## src/rtl/fifo_wr_arbiter.sv

```systemverilog
// Round-robin, burst-locking arbiter sharing one FIFO write port among NUM_REQ producers.
// Optional beat/stall statistics counters are enabled with `define FIFO_WR_ARB_STATS_EN.
`timescale 1ns/1ps

module fifo_wr_arbiter #(
    parameter int NUM_REQ    = 4,
    parameter int DATA_WIDTH = 8,
    parameter int MAX_BURST  = 4
) (
    input  logic                          clk,
    input  logic                          rst_n,
    input  logic [NUM_REQ-1:0]            req_valid,
    input  logic [NUM_REQ*DATA_WIDTH-1:0] req_data,
    output logic [NUM_REQ-1:0]            req_ready,
    output logic                          fifo_wr_en,
    output logic [DATA_WIDTH-1:0]         fifo_wr_data,
    input  logic                          fifo_wr_ready,
    output logic                          grant_valid,
`ifdef FIFO_WR_ARB_STATS_EN
    output logic [15:0]                   beat_count,
    output logic [15:0]                   stall_count,
`endif
    output logic [$clog2(NUM_REQ)-1:0]    grant_id
);

    localparam int ID_W = $clog2(NUM_REQ);

    typedef enum logic {
        IDLE,
        BURST
    } state_t;

    state_t          state;
    logic [ID_W-1:0] owner;
    logic [ID_W-1:0] rr_ptr;
    logic [7:0]      burst_cnt;

    logic [ID_W-1:0] winner;
    logic            any_valid;
    logic            sel_valid;
    logic [ID_W-1:0] sel_id;
    logic            stall;
    logic [7:0]      burst_next;

    function automatic logic [ID_W-1:0] next_id(input logic [ID_W-1:0] id);
        if (id == ID_W'(NUM_REQ - 1)) begin
            return '0;
        end
        return id + ID_W'(1);
    endfunction

    // First valid requester at or after rr_ptr, wrapping at NUM_REQ (not at 2**ID_W).
    always_comb begin
        // NOTE: every always_comb output gets a default first so no path leaves it unassigned (no latch).
        logic [ID_W:0] sum;
        winner    = '0;
        any_valid = 1'b0;
        for (int k = 0; k < NUM_REQ; k++) begin
            sum = {1'b0, rr_ptr} + (ID_W + 1)'(k);
            if (sum >= (ID_W + 1)'(NUM_REQ)) begin
                sum = sum - (ID_W + 1)'(NUM_REQ);
            end
            if (!any_valid && req_valid[sum[ID_W-1:0]]) begin
                any_valid = 1'b1;
                winner    = sum[ID_W-1:0];
            end
        end
    end

    // Outputs are forced low while rst_n is asserted, even if producers keep requesting.
    always_comb begin
        sel_valid = 1'b0;
        sel_id    = '0;
        if (state == IDLE) begin
            sel_valid = any_valid;
            sel_id    = winner;
        end else begin
            sel_valid = req_valid[owner];
            sel_id    = owner;
        end
        grant_valid = rst_n && sel_valid;
        grant_id    = grant_valid ? sel_id : '0;
    end

    always_comb begin
        fifo_wr_data = '0;
        req_ready    = '0;
        for (int i = 0; i < NUM_REQ; i++) begin
            if (grant_id == ID_W'(i)) begin
                fifo_wr_data = req_data[i*DATA_WIDTH +: DATA_WIDTH];
            end
            req_ready[i] = grant_valid && (grant_id == ID_W'(i)) && fifo_wr_ready;
        end
        fifo_wr_en = grant_valid && req_valid[grant_id] && fifo_wr_ready;
        stall      = grant_valid && req_valid[grant_id] && !fifo_wr_ready;
        burst_next = burst_cnt + 8'd1;
    end

    // NOTE: sequential state uses non-blocking assignments only, so every register sees pre-edge values.
    always_ff @(posedge clk or negedge rst_n) begin
        if (!rst_n) begin
            state     <= IDLE;
            owner     <= '0;
            rr_ptr    <= '0;
            burst_cnt <= '0;
        end else begin
            case (state)
                IDLE: begin
                    if (fifo_wr_en) begin
                        if (MAX_BURST == 1) begin
                            rr_ptr <= next_id(winner);
                        end else begin
                            state     <= BURST;
                            owner     <= winner;
                            burst_cnt <= 8'd1;
                        end
                    end
                end
                BURST: begin
                    if (!req_valid[owner]) begin
                        state     <= IDLE;
                        rr_ptr    <= next_id(owner);
                        burst_cnt <= '0;
                    end else if (fifo_wr_en) begin
                        if (burst_next == 8'(MAX_BURST)) begin
                            state     <= IDLE;
                            rr_ptr    <= next_id(owner);
                            burst_cnt <= '0;
                        end else begin
                            burst_cnt <= burst_next;
                        end
                    end
                end
                default: begin
                    state <= IDLE;
                end
            endcase
        end
    end

`ifdef FIFO_WR_ARB_STATS_EN
    always_ff @(posedge clk or negedge rst_n) begin
        if (!rst_n) begin
            beat_count  <= '0;
            stall_count <= '0;
        end else begin
            if (fifo_wr_en && beat_count != 16'hFFFF) begin
                beat_count <= beat_count + 16'd1;
            end
            if (stall && stall_count != 16'hFFFF) begin
                stall_count <= stall_count + 16'd1;
            end
        end
    end
`endif

endmodule

```

## config.mk

```make
export PLATFORM = sky130hd
export DESIGN_NAME = fifo_wr_arbiter
export DESIGN_NICKNAME = d
export VERILOG_FILES = /design/src/rtl/fifo_wr_arbiter.sv
export SDC_FILE = /design/constraint.sdc
export NUM_CORES = 1
export LEC_CHECK = 0
export ABC_AREA = 1
export CAP_MARGIN = 15
export CORE_MARGIN = 2
export CORE_UTILIZATION = 35
export DETAILED_ROUTE_END_ITERATION = 6
export PLACE_DENSITY = 0.66
export SLEW_MARGIN = 40
export SYNTH_ARGS = -nofsm -noshare
export SYNTH_HDL_FRONTEND = slang
export SYNTH_SLANG_ARGS = --single-unit
```

## constraint.sdc

```tcl
create_clock -name clk -period 2.75 [get_ports clk]
set_input_delay 0.55 -clock clk [delete_from_list [all_inputs] [get_ports clk]]
set_output_delay 0.55 -clock clk [all_outputs]
set_load 0.05 [all_outputs]
```

==> results.json, run 1 <==
{
  "status": "finished, violations left",
  "violations": "negative setup slack",
  "layout.nets": 340,
  "synth_edf_count": 0,
  "period_minus_slack_ns": 2.92,
  "critPathMaxFanout": 6,
  "synth_flop_cell": "dfrtp_1",
  "overflow": 0,
  "syn_inst": 211,
  "holdPathEnd": "burst_cnt[1]",
  "r2r-start": "rr_ptr[0]",
  "seq_area_um2": 328,
  "io_buffers": 54,
  "worstMarginPinSlew_ns": 0.329,
  "ios": 55,
  "fin_crit_sh_pct": 106,
  "holdCritPathClass": "flop to flop",
  "ctsHoldBuffers": 0,
  "clk_latency_ns": 0.24,
  "h-tree-depth": 1,
  "clk_pin_slew_worst_paths_ns": 0.05,
  "power_uw": 3320,
  "p_leak_uw": 0.00123,
  "cp_top_family": "simple AND/OR/NAND/NOR gates",
  "yosys_register_bits": 13,
  "synth_area_leaders": "dfrtp_1, nand2_1, nand4_1",
  "dp_hpwl_mm": 3.26,
  "path_class": "input port to output port",
  "r2r_end": "rr_ptr[1]",
  "syn-cell-area_um2": 1450,
  "dr.pass1.iters": 4,
  "layout_common_cells": "nand2_1, clkdlybuf4s50_1, buf_4",
  "gp_congestion": 0.891,
  "vias": 1760,
  "critPathArrivalTime_ns": 2.37,
  "ys_warn_count": 0,
  "vdd_drop_max_v": 0.000735,
  "reg2reg_depth": 18,
  "diodes": 0,
  "hp-start": "burst_cnt[1]",
  "crit_path_cell_trace": "dlygate4sd2_1, inv_2, nand2_4, nand3_2, nand2_2, nor2_4, nand4_1, nand2_2, nand2_4, nand2_4, buf_12, clkinvlp_4, nor3_4, buf_12",
  "multi_input_area_um2": 1130,
  "worstSetupStartpointType": "input port",
  "fill_cells": 359,
  "die_y_um": 68.4,
  "vias_per_cell": 5.06,
  "path_buf_inv": 5,
  "dp_slack_ns": -0.340,
  "cp_slowest_cell": "dlygate4sd2_1",
  "wl_mm": 4.71,
  "cts_tree": "yes",
  "reg2reg_setup_slack_ns": 0.43,
  "drive_gt1_share_pct": 42.3,
  "setup_viol": 13,
  "layout_commonest_cell": "nand2_1",
  "core_um2": 4000,
  "dp_cells": 329,
  "max_stage_delay_ns": 0.26,
  "hold_depth": 2,
  "max_freq_mhz": 343,
  "p_per_area_nw_per_um2": 1250,
  "syn_nets": 252,
  "ys_seq_area_share_pct": 22.4,
  "drtIter0Drc": 61,
  "setup_ws_ns": -0.167,
  "grt_max_degree": 19,
  "track_usage_pct": 21.3,
  "detail-route-antenna-nets": 0,
  "syn-mean-instance-area_um2": 6.88,
  "grt_pass1_vias": 1664,
  "routedWlPerCell_um": 13.5,
  "synth_cell_type_count": 30,
  "clock_path_buffers": 2,
  "yosysTopAreaCell": "dfrtp_1",
  "grt_pass1_wl_mm": 7.47,
  "slew_headroom_pct": 78.0,
  "rsz0062_at_grt": "yes",
  "yosys.area.top_type_share_pct": 22.4,
  "slew_viol_final": 0,
  "fin_cells": 348,
  "drc": 0,
  "synthArstFlopShare_pct": 100,
  "cts_made_buffers": 3,
  "die_w_um": 68.4,
  "maxCapViolations": 0,
  "worstSetupEndpointType": "output port",
  "cpMostUsedCell": "nand2_4",
  "start_util_pct": 36.3,
  "cts-root-buf": "clkbuf_8",
  "required_ns": 2.20,
  "antenna_found_initial": 0,
  "cts_num_sinks": 13,
  "die_area_um2": 4680,
  "skew_ns": 0.00111,
  "std_cell_rows": 23,
  "syn_to_final_growth_pct": 83.4,
  "hold_viol": 0
}
-- final cells by class --
cell class / instances / share of cell area (%)
repair buffers: 87 / 37.0
clock buffers: 4 / 1.69
inverters: 24 / 3.80
flip-flops and latches: 13 / 12.3
multi-input cells: 169 / 42.6
repair inverters: 1 / 0.235
well taps: 50 / 2.35
-- Yosys cell counts, types with 2 or more instances --
| master | instances |
|---|---|
| nand2_4 | 5 |
| inv_1 | 18 |
| nand3_1 | 20 |
| o22ai_1 | 2 |
| xor2_1 | 4 |
| ha_1 | 2 |
| nor3_2 | 2 |
| buf_6 | 2 |
| o21ai_0 | 8 |
| nand2_2 | 15 |
| inv_2 | 5 |
| dfrtp_1 | 13 |
| nor2_1 | 9 |
| o21ai_1 | 3 |
| a21oi_1 | 4 |
| nand4_1 | 18 |
| nand2_1 | 55 |
| nand3_2 | 11 |
| nor3_1 | 4 |
-- metrics by stage --
step / util (%) / TNS [ns] / cell area (um^2) / hold slack [ns]
detailed placement: 58.1 / -4.35 / 2330 / 0.495
global route: 66.6 / -3.51 / 2660 / 0.545
floorplan: - / -0.210 / 1480 / 0.254
global placement: 58.1 / -3.71 / 2330 / 0.488
CTS: 65.3 / -0.561 / 2610 / 0.507
finish: 66.6 / -1.86 / 2660 / 0.506
-- worst max-delay path by stage --
stage	from	to	cells past startpoint
floorplan	req_valid[0]	req_ready[2]	10
global placement	req_valid[1]	fifo_wr_data[2]	15
detailed placement	req_valid[0]	fifo_wr_data[2]	13
CTS	rr_ptr[0]	req_ready[1]	15
global route	req_valid[2]	req_ready[1]	14
finish	req_valid[2]	req_ready[1]	14
-- flip-flops by register name (all words and copies together) (netlist names) --
signal,count
state,1
rr_ptr,2
burst_cnt,8
owner,2
-- tightest hold or removal path: stages (launching register included) --
cell and delay [ns]:
dfrtp_1 0.36, nand2_1 0.06, nand2_1 0.05
-- metal layers --
layer	track usage [%]	vias up	share of wire, %
met3	4.93	8	4.4
met5	0	-	0
li1	-	894	-
met1	26.5	808	43
met4	6.50	0	1.5
met2	36.1	50	51
-- cells by family after synthesis --
kind of cell,count (synthesis),synth area share [%]
and+or+nand+nor,143,55.3
AOI/OAI and AO/OA,20,7.67
buffers and inverters,29,10.5
xor gates and xnor gates,4,2.41
DFF,13,22.4
adders and majority gates,2,1.72
-- report_power, final --
group,leakage [uW],internal [uW],total (uW),switching [uW]
Combinational,0.00104,1230,2840,1600
Sequential,0.000166,244,316,71.7
Clock,0.0000228,102,171,68.6
Total,0.00123,1580,3320,1740
-- what timing repair did --
item                       in CTS  in global routing
cloned                          2                  0
setup endpoints to repair      16                 16
setup buffers                  12                  1
gates resized for setup        45                 14
pin swaps                      21                 15
(Power assumes the default switching activity.)
==> inputs of run 2 (changes only) <==
--- a/config.mk
+++ b/config.mk
@@ -11,6 +11,7 @@
 export CORE_UTILIZATION = 35
 export DETAILED_ROUTE_END_ITERATION = 6
 export PLACE_DENSITY = 0.66
+export RECOVER_POWER = 25
 export SLEW_MARGIN = 40
 export SYNTH_ARGS = -nofsm -noshare
 export SYNTH_HDL_FRONTEND = slang
==> constraint.sdc (replaced) <==
create_clock -name clk -period 2.75 [get_ports clk]
set_input_delay 0.55 -clock clk [delete_from_list [all_inputs] [get_ports clk]]
set_output_delay 0.55 -clock clk [all_outputs]
set_load 0.01 [all_outputs]
==> results.json, run 2 (synthesis gave the netlist of run 1 again) <==
{
  "overflow": 0,
  "std_cell_rows": 23,
  "fin_crit_sh_pct": 102,
  "clk_pin_slew_worst_paths_ns": 0.05,
  "layout_common_cells": "nand2_1, clkdlybuf4s50_1, buf_4",
  "reg2reg_depth": 16,
  "path_class": "input port to output port",
  "reg2reg_setup_slack_ns": 0.57,
  "h-tree-depth": 1,
  "ios": 55,
  "layout_commonest_cell": "nand2_1",
  "largest_reg_flops": 8,
  "cpMostUsedCell": "nand3_2",
  "path_buf_inv": 3,
  "wl_met2_mm": 2.51,
  "grt_pass1_vias": 1652,
  "dp_cells": 333,
  "antenna_found_initial": 0,
  "vias": 1742,
  "worstSetupStartpointType": "input port",
  "critPathLaunch": "req_valid[2]",
  "clk_latency_ns": 0.24,
  "max_stage_delay_ns": 0.25,
  "cts_num_sinks": 13,
  "cts_made_buffers": 3,
  "die_y_um": 68.4,
  "vias_per_cell": 4.99,
  "p_per_area_nw_per_um2": 1050,
  "slew_viol_final": 0,
  "fin_cells": 349,
  "cp_top_family": "simple AND/OR/NAND/NOR gates",
  "required_ns": 2.20,
  "r2r-start": "rr_ptr[0]",
  "setup_viol": 9,
  "period_minus_slack_ns": 2.80,
  "r2r_end": "burst_cnt[4]",
  "worstSetupEndpointType": "output port",
  "wl_mm": 4.88,
  "hp-start": "burst_cnt[1]",
  "setup_ws_ns": -0.0484,
  "cts-root-buf": "clkbuf_8",
  "grt_pass1_wl_mm": 7.35,
  "hold_viol": 0,
  "p_leak_uw": 0.00118,
  "dr_wl_met3_um": 153,
  "io_buffers": 54,
  "top_layer_used": "met4",
  "holdWs_ns": 0.504,
  "vdd_drop_max_v": 0.000618,
  "cts_tree": "yes",
  "clock_path_buffers": 2,
  "crit_path_cell_trace": "dlygate4sd2_1, inv_2, nand2_4, nand3_2, nand2_2, nor2_4, nand3_2, nand3_2, nand2_2, nand2_4, nand2_8, nor2_4, nand2_1, nand4_1, buf_2",
  "drtIter0Drc": 49,
  "layout.nets": 341,
  "m1WireLength_mm": 2.19,
  "violations": "negative setup slack",
  "slew_headroom_pct": 52.3,
  "rsz0062_at_grt": "yes",
  "fin_tns_setup_ns": -0.189,
  "gp_congestion": 0.797,
  "maxCapViolations": 0,
  "reg_top3": "burst_cnt x8, owner x2, rr_ptr x2",
  "status": "finished, violations left",
  "die_area_um2": 4680,
  "power_uw": 2630,
  "detail-route-antenna-nets": 0,
  "fill_cells": 366,
  "dp_hpwl_mm": 3.29,
  "utilization_pct": 62.4,
  "routedWlPerCell_um": 14.0,
  "diodes": 0,
  "die_w_um": 68.4,
  "holdPathEnd": "burst_cnt[1]",
  "hold_depth": 2,
  "holdCritPathClass": "flop to flop",
  "critPathMaxFanout": 8,
  "skew_ns": 0.00210,
  "max_freq_mhz": 357,
  "start_util_pct": 36.3,
  "core_um2": 4000,
  "drive_gt1_share_pct": 41.8,
  "drc": 0,
  "track_usage_pct": 20.2,
  "critPathArrivalTime_ns": 2.25,
  "grt_max_degree": 14,
  "largest-register": "burst_cnt",
  "dr.pass1.iters": 4,
  "worstMarginPinSlew_ns": 0.716,
  "cp_slowest_cell": "dlygate4sd2_1",
  "syn_to_final_growth_pct": 71.8
}
==> run 2: what timing repair did <==
action,4_1_cts,5_1_grt
pin swaps,15,16
gates resized for setup,99,22
cloned,3,1
setup endpoints to repair,16,16
buffers inserted,7,2
hold buffers,0,0
==> run 2: final cells by class <==
class | instances | area [um^2] | area share (%)
Inverter | 24 | 108 | 4.31
Tap cell | 50 | 62.6 | 2.51
Sequential cell | 13 | 328 | 13.1
Timing Repair inverter | 1 | 8.76 | 0.351
Clock buffer | 4 | 45.0 | 1.80
Multi-Input combinational cell | 169 | 1130 | 45.2
Timing Repair Buffer | 88 | 816 | 32.7
==> run 2: worst max path at each step <==
stage	slack, ns	cells after the start	endpoint
floorplan	0.35	12	req_ready[0]
global placement	-0.71	13	req_ready[2]
detailed placement	-0.71	13	req_ready[2]
CTS	-0.01	14	req_ready[1]
global route	-0.15	16	fifo_wr_data[5]
finish	-0.05	15	fifo_wr_data[4]
==> run 2: metrics by stage <==
step | setup slack, ns | instance area [um^2]
5_1_grt | -0.153 | 2500
3_3_place_gp | -0.705 | 2200
4_1_cts | -0.0115 | 2440
3_5_place_dp | -0.712 | 2200
2_1_floorplan | 0.354 | 1450
6_report | -0.0484 | 2500
==> run 2: tightest hold or removal path: cells and delay by family (launching register included) <==
kind | cells | cell delay, ns
and+or+nand+nor | 2 | 0.11
DFF | 1 | 0.36
==> run 2: metal layers <==
layer	vias up	track usage, %
met5	-	0
met4	0	3.75
met3	4	2.80
met2	38	32.2
met1	803	28.9
li1	897	-
==> run 2: report_power, final <==
group / total (uW) / leakage [uW] / switching (uW) / internal, uW
combinational: 2150 / 0.000995 / 1180 / 964
sequential: 307 / 0.000166 / 62.5 / 244
clock: 171 / 0.0000228 / 68.7 / 102
